<file path="src/rtl/vram_host_port.sv">
`default_nettype none
// ============================================================================
//  Module   : vram_host_port
//  Purpose  : Host-side VRAM reader/writer. Implements the port A/B register
//             set (ADDR, DATA, INCR per port, plus OP_COUNT fill) and turns
//             host register accesses into VRAM read/write cycles. VRAM
//             accesses are only launched in slots granted by the video
//             generator through blit_cycle_i.
//  Ports    : clk, reset_n_i       - pixel clock, async active-low reset
//             blit_cycle_i         - VRAM slot grant from video generator
//             reg_wr_i / reg_rd_i  - host register write / read strobes
//             reg_num_i            - register number (7,9,A,B,D,E,F)
//             reg_data_i / _o      - host write data / registered read data
//             busy_o               - operation pending or in flight
//             vram_sel_o, vram_wr_o, vram_addr_o, vram_data_o - VRAM request
//             vram_data_i          - VRAM read data (one cycle after select)
//  Revision : 1.0 - initial release
// ============================================================================
module vram_host_port #(
    parameter int                ADDR_W     = 16,
    parameter int                DATA_W     = 16,
    parameter logic [ADDR_W-1:0] INCR_RESET = 16'h0001
) (
    input  logic              clk,
    input  logic              reset_n_i,
    input  logic              blit_cycle_i,
    input  logic              reg_wr_i,
    input  logic              reg_rd_i,
    input  logic [3:0]        reg_num_i,
    input  logic [15:0]       reg_data_i,
    output logic [15:0]       reg_data_o,
    output logic              busy_o,
    output logic              vram_sel_o,
    output logic              vram_wr_o,
    output logic [ADDR_W-1:0] vram_addr_o,
    output logic [DATA_W-1:0] vram_data_o,
    input  logic [DATA_W-1:0] vram_data_i
);

    localparam logic [3:0] c_REG_OP_COUNT = 4'h7;
    localparam logic [3:0] c_REG_ADDR_A   = 4'h9;
    localparam logic [3:0] c_REG_DATA_A   = 4'hA;
    localparam logic [3:0] c_REG_INCR_A   = 4'hB;
    localparam logic [3:0] c_REG_ADDR_B   = 4'hD;
    localparam logic [3:0] c_REG_DATA_B   = 4'hE;
    localparam logic [3:0] c_REG_INCR_B   = 4'hF;

    typedef enum logic [1:0] {
        S_IDLE    = 2'd0,
        S_ISSUE   = 2'd1,
        S_FILL    = 2'd2,
        S_RD_WAIT = 2'd3
    } state_t;

    state_t              r_state, w_next;
    logic                r_busy;
    logic [ADDR_W-1:0]   r_addr_a, r_addr_b, r_incr_a, r_incr_b;
    logic [DATA_W-1:0]   r_rd_a, r_rd_b, r_data_b, r_wdata;
    logic [15:0]         r_fill_cnt;
    logic                r_port_b;   // port owning the pending operation
    logic                r_pend_wr;  // ISSUE performs a write (1) or prefetch (0)
    logic                r_cap;      // read data is on vram_data_i this cycle
    logic                r_sel, r_wr;
    logic [ADDR_W-1:0]   r_vaddr;
    logic [DATA_W-1:0]   r_vdata;
    logic [15:0]         r_rdata;

    logic                w_wr_ok, w_rd_ok, w_start;
    logic                w_issue_wr, w_issue_rd, w_capture;
    logic [ADDR_W-1:0]   w_port_addr;
    logic [15:0]         w_rd_val;

    // Register accesses only take effect while idle; a simultaneous read
    // is dropped in favour of the write.
    assign w_wr_ok     = reg_wr_i && !r_busy;
    assign w_rd_ok     = reg_rd_i && !reg_wr_i && !r_busy;
    assign w_port_addr = r_port_b ? r_addr_b : r_addr_a;

    always_comb begin
        w_rd_val = '0;
        case (reg_num_i)
            c_REG_OP_COUNT: w_rd_val = r_fill_cnt;
            c_REG_ADDR_A:   w_rd_val = 16'(r_addr_a);
            c_REG_DATA_A:   w_rd_val = 16'(r_rd_a);
            c_REG_INCR_A:   w_rd_val = 16'(r_incr_a);
            c_REG_ADDR_B:   w_rd_val = 16'(r_addr_b);
            c_REG_DATA_B:   w_rd_val = 16'(r_rd_b);
            c_REG_INCR_B:   w_rd_val = 16'(r_incr_b);
            default:        w_rd_val = '0;
        endcase
    end

    // ---------------------------------------------------------------- FSM
    always_ff @(posedge clk or negedge reset_n_i) begin
        if (!reset_n_i) begin
            r_state <= S_IDLE;
            r_busy  <= 1'b0;
        end else begin
            r_state <= w_next;
            r_busy  <= (w_next != S_IDLE);
        end
    end

    always_comb begin
        w_next     = r_state;
        w_start    = 1'b0;
        w_issue_wr = 1'b0;
        w_issue_rd = 1'b0;
        w_capture  = 1'b0;
        if (w_wr_ok) begin
            case (reg_num_i)
                c_REG_ADDR_A, c_REG_DATA_A,
                c_REG_ADDR_B, c_REG_DATA_B: w_start = 1'b1;
                c_REG_OP_COUNT:             w_start = (reg_data_i != 16'd0);
                default:                    w_start = 1'b0;
            endcase
        end
        if (w_rd_ok && (reg_num_i == c_REG_DATA_A || reg_num_i == c_REG_DATA_B))
            w_start = 1'b1;
        case (r_state)
            S_IDLE: begin
                if (w_start) w_next = S_ISSUE;
            end
            S_ISSUE: begin
                if (blit_cycle_i) begin
                    if (r_pend_wr) begin
                        w_issue_wr = 1'b1;
                        // Count still > 0 after this write: keep filling.
                        w_next = (r_fill_cnt > 16'd1) ? S_FILL : S_ISSUE;
                    end else begin
                        w_issue_rd = 1'b1;
                        w_next     = S_RD_WAIT;
                    end
                end
            end
            S_FILL: begin
                if (blit_cycle_i) begin
                    w_issue_wr = 1'b1;
                    if (r_fill_cnt == 16'd1) w_next = S_ISSUE;
                end
            end
            S_RD_WAIT: begin
                if (r_cap) begin
                    w_capture = 1'b1;
                    w_next    = S_IDLE;
                end
            end
            default: w_next = S_IDLE;
        endcase
    end

    // ----------------------------------------------------------- datapath
    always_ff @(posedge clk or negedge reset_n_i) begin
        if (!reset_n_i) begin
            r_addr_a   <= '0;
            r_addr_b   <= '0;
            r_incr_a   <= INCR_RESET;
            r_incr_b   <= INCR_RESET;
            r_rd_a     <= '0;
            r_rd_b     <= '0;
            r_data_b   <= '0;
            r_wdata    <= '0;
            r_fill_cnt <= '0;
            r_port_b   <= 1'b0;
            r_pend_wr  <= 1'b0;
            r_cap      <= 1'b0;
            r_sel      <= 1'b0;
            r_wr       <= 1'b0;
            r_vaddr    <= '0;
            r_vdata    <= '0;
            r_rdata    <= '0;
        end else begin
            r_sel <= 1'b0;
            r_cap <= r_sel & ~r_wr;
            if (reg_rd_i && !reg_wr_i) r_rdata <= w_rd_val;

            if (w_wr_ok) begin
                case (reg_num_i)
                    c_REG_ADDR_A: begin
                        r_addr_a  <= ADDR_W'(reg_data_i);
                        r_port_b  <= 1'b0;
                        r_pend_wr <= 1'b0;
                    end
                    c_REG_DATA_A: begin
                        r_wdata   <= DATA_W'(reg_data_i);
                        r_port_b  <= 1'b0;
                        r_pend_wr <= 1'b1;
                    end
                    c_REG_INCR_A: r_incr_a <= ADDR_W'(reg_data_i);
                    c_REG_ADDR_B: begin
                        r_addr_b  <= ADDR_W'(reg_data_i);
                        r_port_b  <= 1'b1;
                        r_pend_wr <= 1'b0;
                    end
                    c_REG_DATA_B: begin
                        r_wdata   <= DATA_W'(reg_data_i);
                        r_data_b  <= DATA_W'(reg_data_i);
                        r_port_b  <= 1'b1;
                        r_pend_wr <= 1'b1;
                    end
                    c_REG_INCR_B: r_incr_b <= ADDR_W'(reg_data_i);
                    c_REG_OP_COUNT: begin
                        if (reg_data_i != 16'd0) begin
                            r_fill_cnt <= reg_data_i;
                            r_wdata    <= r_data_b;
                            r_port_b   <= 1'b1;
                            r_pend_wr  <= 1'b1;
                        end
                    end
                    default: ;
                endcase
            end

            // Reading DATA_x consumes the prefetched word and fetches the next.
            if (w_rd_ok && reg_num_i == c_REG_DATA_A) begin
                r_addr_a  <= r_addr_a + r_incr_a;
                r_port_b  <= 1'b0;
                r_pend_wr <= 1'b0;
            end
            if (w_rd_ok && reg_num_i == c_REG_DATA_B) begin
                r_addr_b  <= r_addr_b + r_incr_b;
                r_port_b  <= 1'b1;
                r_pend_wr <= 1'b0;
            end

            if (w_issue_wr) begin
                r_sel     <= 1'b1;
                r_wr      <= 1'b1;
                r_vaddr   <= w_port_addr;
                r_vdata   <= r_wdata;
                r_pend_wr <= 1'b0;
                if (r_port_b) r_addr_b <= r_addr_b + r_incr_b;
                else          r_addr_a <= r_addr_a + r_incr_a;
                if (r_fill_cnt != 16'd0) r_fill_cnt <= r_fill_cnt - 16'd1;
            end

            if (w_issue_rd) begin
                r_sel   <= 1'b1;
                r_wr    <= 1'b0;
                r_vaddr <= w_port_addr;
            end

            if (w_capture) begin
                if (r_port_b) r_rd_b <= vram_data_i;
                else          r_rd_a <= vram_data_i;
            end
        end
    end

    assign reg_data_o  = r_rdata;
    assign busy_o      = r_busy;
    assign vram_sel_o  = r_sel;
    assign vram_wr_o   = r_wr;
    assign vram_addr_o = r_vaddr;
    assign vram_data_o = r_vdata;

endmodule
`default_nettype wire

</file>
<file path="config.mk">
export PLATFORM = sky130hd
export DESIGN_NAME = vram_host_port
export DESIGN_NICKNAME = d
export VERILOG_FILES = /design/src/rtl/vram_host_port.sv
export SDC_FILE = /design/constraint.sdc
export NUM_CORES = 1
export LEC_CHECK = 0
export ABC_AREA = 1
export CORE_UTILIZATION = 59
export CTS_CLUSTER_SIZE = 10
export DETAILED_ROUTE_END_ITERATION = 10
export GPL_TIMING_DRIVEN = 1
export PLACE_DENSITY = 0.79
export SKIP_LAST_GASP = 1
export SLEW_MARGIN = 25
export SYNTH_ARGS = -nofsm -noshare
export SYNTH_HDL_FRONTEND = slang
export SYNTH_SLANG_ARGS = --single-unit
</file>
<file path="constraint.sdc">
create_clock -name clk -period 2.39 [get_ports clk]
set_input_delay 0.5975 -clock clk [delete_from_list [all_inputs] [get_ports clk]]
set_output_delay 0.5975 -clock clk [all_outputs]
set_load 0.03 [all_outputs]
</file>
=== After elaboration in Yosys (flattened, before gate mapping) ===
Index checks and enable logic that the tools add are counted.

* Bitwise logic cells: 3
* Order comparisons: 1
* Equal/unequal tests: 14
* Add/subtract/negate cells: 3
* Muxes and demuxes: 55
* Reduce and logical (&&, ||, !) cells: 32

{| class="wikitable"
|+ Operator list
! kind !! count
|-
| 2-to-1 mux 16 bit || 19
|-
| case mux 16 bit (7 select lines) || 1
|-
| adder 16 bit || 2
|-
| case mux 16 bit (2 select lines) || 1
|-
| nonzero test 16 bit || 2
|-
| == test 4 bit, second input constant || 6
|-
| 2-to-1 mux 1 bit || 22
|-
| == test 16 x 1 -> 1 bit, second input constant || 1
|-
| > comparator 16 x 1 -> 1 bit, second input constant || 1
|-
| subtractor 16 x 1 -> 16 bit, second input constant || 1
|-
| 2-to-1 mux 2 bit || 7
|-
| AND reduction 2 bit || 5
|-
| AND reduction 3 bit || 3
|-
| case mux 2 bit (4 select lines) || 1
|-
| OR reduction 2 bit || 4
|-
| logical AND 1 bit || 6
|-
| case mux 1 bit (3 select lines) || 2
|-
| nonzero test 2 bit || 3
|-
| nonzero test 6 bit || 1
|-
| inequality test 5 bit, second input constant || 1
|-
| nonzero test 5 bit || 1
|-
| == test 2 bit, second input constant || 2
|-
| == test 4 x 3 -> 1 bit, second input constant || 1
|-
| inequality test 4 bit, second input constant || 1
|-
| other kinds (11) || 14
|}

* Word-level logic and storage cells: 127
* Bits in registers: 200
* Output and inout port bits: 51
* Bits of input ports: 41

=== Logic depth before layout (Yosys ltp) ===
* Depth in word-level cells: 8
* Mapped depth: 13
* Depth with buffers taken out: 13

=== Worst setup path before layout ===
No wires, ideal clock.

* Path kind: reg2reg
* Start point: reg r_incr_b[0]
* End point: reg r_addr_b[14]
* Data arrival time: 1.942 ns
* Path slack: 0.331 ns
* Data required time: 2.273 ns
* Clock period less this slack: 2.059 ns
* Stages on the path, launching flop included: 12
* Library setup time: 0.117 ns
* Path through: dfstp_2 ha_1 inv_1 fa_1 o21ai_0 nand2_1 nand2_1 nand2_1 nand2_1 nand2_1 nand3_1 nand2_1

* Word-level cells in the longest chain between the ends: 4

{| class="wikitable"
|+ RTL lines
! element !! line !! RTL
|-
| from (decl) || 57 || <nowiki>logic [ADDR_W-1:0] r_addr_a, r_addr_b, r_incr_a, r_incr_b;</nowiki>
|-
| from (signal assigned) || 201 || <nowiki>c_REG_INCR_B: r_incr_b <= ADDR_W'(reg_data_i);</nowiki>
|-
| adder 16 bit (*) || 221, 232 ||
|-
| 2-to-1 mux 16 bit || 220 || <nowiki>if (w_rd_ok && reg_num_i == c_REG_DATA_B) begin</nowiki>
|-
| 2-to-1 mux 16 bit || 232 || <nowiki>if (r_port_b) r_addr_b <= r_addr_b + r_incr_b;</nowiki>
|-
| 2-to-1 mux 16 bit (*) || 226 || <nowiki>if (w_issue_wr) begin</nowiki>
|-
| to (signal assigned) || 191 || <nowiki>r_addr_b <= ADDR_W'(reg_data_i);</nowiki>
|-
| to (signal assigned) || 221 || <nowiki>r_addr_b <= r_addr_b + r_incr_b;</nowiki>
|-
| to (signal assigned) || 232 ||
|-
| to (decl) || 57 ||
|}

Mark *: on every way between the ends. The rest lies on a longest branch, timed or not.
A chain may end at the register's enable or synchronous reset.

=== Worst setup path after layout ===
* Start point: reg r_rdata[11] (netlist: reg_data_o[11])
* End point: out reg_data_o[11]

{| class="wikitable"
|+ RTL lines
! element !! line !! RTL
|-
| from (decl) || 66 || <nowiki>logic [15:0] r_rdata;</nowiki>
|-
| from (signal assigned) || 175 || <nowiki>if (reg_rd_i && !reg_wr_i) r_rdata <= w_rd_val;</nowiki>
|-
| to (decl) || 31 || <nowiki>output logic [15:0] reg_data_o,</nowiki>
|}

No word-level cell between the ends.

==> flow_metrics.tcl <==
set metrics [dict create \
    start_util 0.602 \
    netlist_top_cells_count "522 x nand2_1, 198 x dfrtp_1, 193 x o21ai_0" \
    chipHeight_um 140 \
    seq_area_frac_synth 0.446 \
    yosys_most_used_dff "dfrtp_1" \
    grt.total_usage 0.401 \
    dp_hpwl_um 29000 \
    critPathSlowestCell "clkdlybuf4s50_1" \
    hold_path.class "input port to async pin" \
    syn_inst 1510 \
    num_antenna_cells 0 \
    wl_per_cell_um 20.2 \
    dieArea_um2 19600 \
    tightest_slew_ns 0.626 \
    cts-resized-gates 0 \
    final_nets 1724 \
    cts_setup_buffers 0 \
    yosysWarnings 0 \
    wirelength_um 38100 \
    ys_seq_elements 200 \
    synth_area_per_cell_um2 7.43 \
    crit_arrival_ns 1.61 \
    powerDensity_nw_per_um2 1260 \
    leakage_nw 6.80 \
    gp_congestion 0.988 \
    maxCapViolations 0 \
    cts.clk_slew.worst_paths_ns 0.09 \
    crit_family "buffers and inverters" \
    period_share 0.925 \
    chipWidth_um 140 \
    peakVddDrop_mv 0.625 \
    grt_max_degree 55 \
    synth_edf_count 0 \
    seq_area_um2 5010 \
    clock_latency_ns 0.46 \
    synth_area_leaders "dfrtp_1 44%, nand2_1 17%, o21ai_0 8.6%" \
    dp_slack_ns -0.0810 \
    status "finished clean" \
    row_count 50 \
    io_pins 92 \
    async_flop_share 1.00 \
    numCtsBuffers 17 \
    postPlaceCellArea_um2 12900 \
    fin_cells 1891 \
    worst_clock_skew_ns 0.0170 \
    dr.first_iter.drc_count 1242 \
    clk_path_buf_depth 2 \
    worstPathMaxFanout 2 \
    slew_headroom 0.582 \
    dr.pass1.iters 5 \
    dp.cells 1859 \
    via_per_inst 5.92 \
    core_area_um2 18600 \
    drtAntennaViolNets 0 \
    cts_max_level 4 \
    overflow 0 \
    grt_antenna_before_repair 0 \
    cts.sinks 200 \
    drc 0 \
    rsz0062_at_grt "false" \
    portBuffers 91 \
    grt_pass1_wl_um 58200 \
    path_cells "clkdlybuf4s50_1" \
    fin_tns_setup_ns 0 \
    synth.distinct_cells 46 \
    syn-cell-area_um2 11200 \
    end_kind "output pin" \
    report.final.slew_viol_count 0 \
    grt_pass1_vias 10400 \
    cp_num_buf_inv 1 \
    setup_ws_ns 0.178 \
    critical_path_required_ns 1.79 \
    drive_gt1_frac 0.0881 \
    finalHoldViolCount 0 \
    worstSetupStartpointType "register" \
    ctsHoldBuffers 0 \
    synth.most_common_cell "nand2_1" \
    nFillCells 1526 \
    cts-root-buf "clkbuf_16" \
    period_minus_slack_ns 2.21 \
    syn_nets 1590 \
    syn2layout_area_growth_pct 20.8 \
    max_stage_delay_ns 0.71 \
    cts_tree "built" \
    dr_total_vias 11200 \
    netlist.area_leader.share 0.442 \
    max_freq_mhz 452 \
    whs_ns 0.105 \
    path_class "register to output pin" \
    finalSetupViolCount 0 \
    yosysTopAreaCell "dfrtp_1" \
    final_area_um2 13600 \
    multi_input_area_um2 5430 \
]
## routing by layer
layer	vias to the layer above	GRT usage	part of all wire
li1	5182	-	-
met4	0	0.192	0.050
met2	599	0.646	0.46
met3	134	0.0872	0.10
met5	-	0	0
met1	5288	0.518	0.39
## flip-flops by register name (all words and copies together), names as in the netlist, 16 cells and up
signal / count
r_fill_cnt: 16
r_wdata: 16
vram_data_o: 16
r_rd_b: 16
r_addr_b: 16
r_data_b: 16
vram_addr_o: 16
r_rd_a: 16
r_incr_a: 16
r_addr_a: 16
reg_data_o: 16
r_incr_b: 16
## where the power goes
part / internal [mW] / switching [mW] / total [mW]
combinational: 2.87 / 4.87 / 7.74
clock: 1.51 / 1.68 / 3.19
sequential: 4.81 / 1.36 / 6.17
## path summary, 6_finish.rpt
check / start / end / slack (ns) / cells past startpoint
worst max-delay path: reg_data_o[11]$_DFFE_PN0P_ / reg_data_o[11] / 0.18 / 1
worst min-delay path: reset_n_i / vram_addr_o[3]$_DFFE_PN0P_ / 0.11 / 1
worst max register to register: r_incr_a[0]$_DFFE_PN1P_ / r_addr_a[14]$_DFF_PN0_ / 0.18 / 12
worst min register to register: vram_wr_o$_DFFE_PN0P_ / r_cap$_DFF_PN0_ / 0.45 / 1
max in group asynchronous: reset_n_i / r_incr_a[0]$_DFFE_PN1P_ / 1.55 / 2
min in group clk: vram_wr_o$_DFFE_PN0P_ / r_cap$_DFF_PN0_ / 0.45 / 1
## kinds of logic (layout without fill, tap and decap cells)
group                    after synthesis  after routing  synth area share
buffers and inverters                194            341            0.0701
adder cells (fa/ha/maj)               39             39            0.0448
flip-flops                           200            200             0.446
AO/OA/AOI/OAI                        329            329             0.156
AND/OR/NAND/NOR                      729            729             0.268
XOR/XNOR                              19             19            0.0148
## per-stage QoR
stage           util  power [mW]
4_1_cts        0.727        16.9
3_3_place_gp   0.692        13.5
3_5_place_dp   0.692        13.7
2_1_floorplan      -        10.8
5_1_grt        0.727        18.2
6_report       0.727        17.1
## area by class of cell
type | count | area share
Timing Repair Buffer | 171 | 0.122
Clock buffer | 17 | 0.0314
Multi-Input combinational cell | 1116 | 0.400
Sequential cell | 200 | 0.369
Inverter | 138 | 0.0386
Clock inverter | 15 | 0.0170
Tap cell | 234 | 0.0216
## layout by cell type, fill, tap and decap left out, types with 3 or more instances in the layout
cell type        count
a21o_1               3
a21oi_1             83
a31oi_1              3
and2_1               3
buf_12              11
buf_4               69
clkbuf_16           17
clkdlybuf4s50_1     90
clkinv_8             3
dfrtp_1            198
ha_1                37
inv_1              124
inv_12               5
inv_16               3
inv_2               10
nand2_1            522
nand2_2              4
nand3_1             83
nand3_2              3
nand3b_1             9
nand4_1             13
nor2_1              77
nor2_4               4
nor3_1               5
o211ai_1            16
o21ai_0            191
o21ai_1             18
o221ai_1             3
xnor2_1              3
xor2_1              16
No activity file was read; power rests on OpenSTA's default activity.
==> RTL edit, RTL diff (config.mk and constraints unchanged) <==
Put one more register stage on the output `reg_data_o`, cleared by the reset. The value now appears one clock later. The other outputs are not delayed to match.
--- a/src/rtl/vram_host_port.sv
+++ b/src/rtl/vram_host_port.sv
@@ -247,7 +247,13 @@
         end
     end
 
-    assign reg_data_o  = r_rdata;
+    always_ff @(posedge clk or negedge reset_n_i) begin
+        if (!reset_n_i) begin
+            reg_data_o <= '0;
+        end else begin
+            reg_data_o <= r_rdata;
+        end
+    end
     assign busy_o      = r_busy;
     assign vram_sel_o  = r_sel;
     assign vram_wr_o   = r_wr;
Function: changed (Yosys sat finds a counterexample within 4 cycles, from zero or initial values and one cycle with reset_n_i low).
==> RTL edit against the original RTL <==
- cell count increased by 1.6%
- die area up 2.8%
- sequential share of layout area increased by 1.6 points
- critical path depth unchanged
- setup slack got worse by 130 ps
- sequential cell count grew 16
- fmax fell by 5.7%
- via count increased by 1.6%
- power up 4.5%
- cell area grew 3.6%
- synthesized area is 2.9% higher
- largest power group unchanged
- routed wire length up 6.0%
==> RTL edit: results (changes against the original RTL) <==
| Metric | Value |
|---|---|
| Worst Setup EP | busy_o |
| Mux share of post-synthesis cell area | 0 (unchanged) |
| Latest clock arrival within the worst-skew pair | 550 ps (+90 ps) |
| Top cells by count, synth | nand2_1, dfrtp_1, o21ai_0 |
| Clk root buf | clkbuf_16 |
| Critical path's top delay family | buffers and inverters |
| Max-slew headroom | 0.5817 (-0.0007880) |
| Synth top area cells | dfrtp_1, nand2_1, o21ai_0, inv_1, ha_1 |
| Pint | 10.04 mW (+9.3%) |
| Post-CTS setup buffer count | 0 (unchanged) |
| Clock slew at reported path FFs | 60 ps (-30 ps) |
| Clock Path Buffers | 3 (+1) |
| Synth Area in Compound Gates | 0.1554 (-0.0006441) |
| Synth Area in Adders | 0.04359 (-0.001244) |
| TritonCTS Buffers | 26 (+9) |
| P_leak | 7.096 nW (+4.3%) |
| Status | completed |
| Filler cells | 1432 (-6.2%) |
| First-pass detailed-route iteration total | 6 (+1) |
| Number of antenna violations at the first check in global routing | 2 (+2) |
| HPWL after DPL | 30470 µm (+5.2%) |
| Routed WL | 40390 µm (+6.0%) |
| R2R setup slack | 140 ps (-40 ps) |
| Final Wtd Congestion | 1.039 (+5.2%) |
| Share of cells above drive strength 1 | 0.08609 (-0.002018) |
| CP arrival | 1750 ps (+140 ps) |
| Starting DRT DRC Count | 1144 (-7.9%) |
| Main flop type after synthesis | dfrtp_1 |
| Clk_skew | 29.79 ps (+12.82 ps) |
| Inst Count DP | 1889 (+1.6%) |
| Crit Path Max Fanout | 4 (+2) |
| Vias in the first global route | 10930 (+4.7%) |
| Wire length per cell | 21.03 µm (+4.3%) |
| Worst vdd ir | 0.0008528 V (+36%) |
| FMAX | 426.4 MHz (-5.7%) |
| Post-Synth XOR/XNOR Area | 0.01366 (-0.001171) |
| Largest net degree at the start of global routing | 50 (-9.1%) |
| First-pass GRT wire length | 61300 µm (+5.3%) |
| Net count, final | 1737 (+0.75%) |
| N_diodes | 0 (unchanged) |
| Total GRT Usage | 0.4118 (+0.01029) |
| Worst Setup SP | busy_o |
| DP Worst Slack | -99.52 ps (-18.50 ps) |
| H-tree depth | 1 (-3) |
| Critical Path Slowest Stage Cell | clkdlybuf4s50_1 |
| Reg2reg start | r_incr_b[0] |
| Slowest stage delay, CP | 730 ps (+20 ps) |
| Register area share after synthesis | 0.4686 (+0.02231) |
| Reg-to-reg endpoint | r_addr_b[14] |
| Depth of the worst register-to-register path | 12 (unchanged) |
| Routed vias/inst | 5.925 (about the same) |
-- RTL edit: cells by family (layout without fill, tap and decap cells) --
| family | after synthesis | after routing |
|---|---|---|
| compound gates | 333 | 333 |
| fa+ha+maj | 39 | 39 |
| flops | 216 | 216 |
| simple gates | 711 | 711 |
| buf+inv | 193 | 344 |
| xor+xnor | 18 | 18 |
-- RTL edit: final cells by class --
class	count	area share
Sequential cell	216	0.3850
Inverter	137	0.03670
Timing Repair Buffer	175	0.1216
Tap cell	260	0.02316
Multi-Input combinational cell	1101	0.3816
Clock buffer	29	0.04712
Clock inverter	3	0.004899
-- RTL edit: per-stage QoR --
| step | cell area, µm² | hold slack [ps] |
|---|---|---|
| after CTS | 14040 | 5.818 |
| after floorplan | 11540 | 301.9 |
| final | 14050 | 4.445 |
| after global placement | 13310 | 359.9 |
| after detailed placement | 13310 | 375.2 |
| after global routing | 14050 | 20.46 |
-- RTL edit: metal layers --
metal	vias to the layer above	wire, µm	GRT usage
met3	131	4947	0.1124
met5	-	0	0
met1	5383	15680	0.5501
met4	0	1862	0.1686
li1	5204	-	-
met2	663	17900	0.6357
-- RTL edit: how the worst min path moves through the flow --
| stage | end | slack [ps] | cells past startpoint |
|---|---|---|---|
| 2_1_floorplan | busy_o | 300 | 0 |
| 3_3_place_gp | reg_data_o[8] | 360 | 0 |
| 3_5_place_dp | reg_data_o[0] | 380 | 0 |
| 4_1_cts | r_incr_b[3] | 6 | 1 |
| 5_1_grt | vram_addr_o[11] | 20 | 1 |
| 6_report | vram_addr_o[8] | 4 | 1 |
-- RTL edit: power groups by stage --
stage	Sequential [mW]	Clock, mW	Combinational [mW]
final	6.59	3.55	7.74
after detailed placement	6.52	0	7.48
after CTS	6.48	3.55	7.58
after global placement	6.48	0	7.25
after floorplan	6.56	0	4.53
after global routing	6.65	3.70	8.54
-- RTL edit: repair_timing --
action                                  in CTS  in global routing
resized for setup                            0                  4
endpoints found under the hold margin        0                  0
endpoints found under the setup margin       0                  7
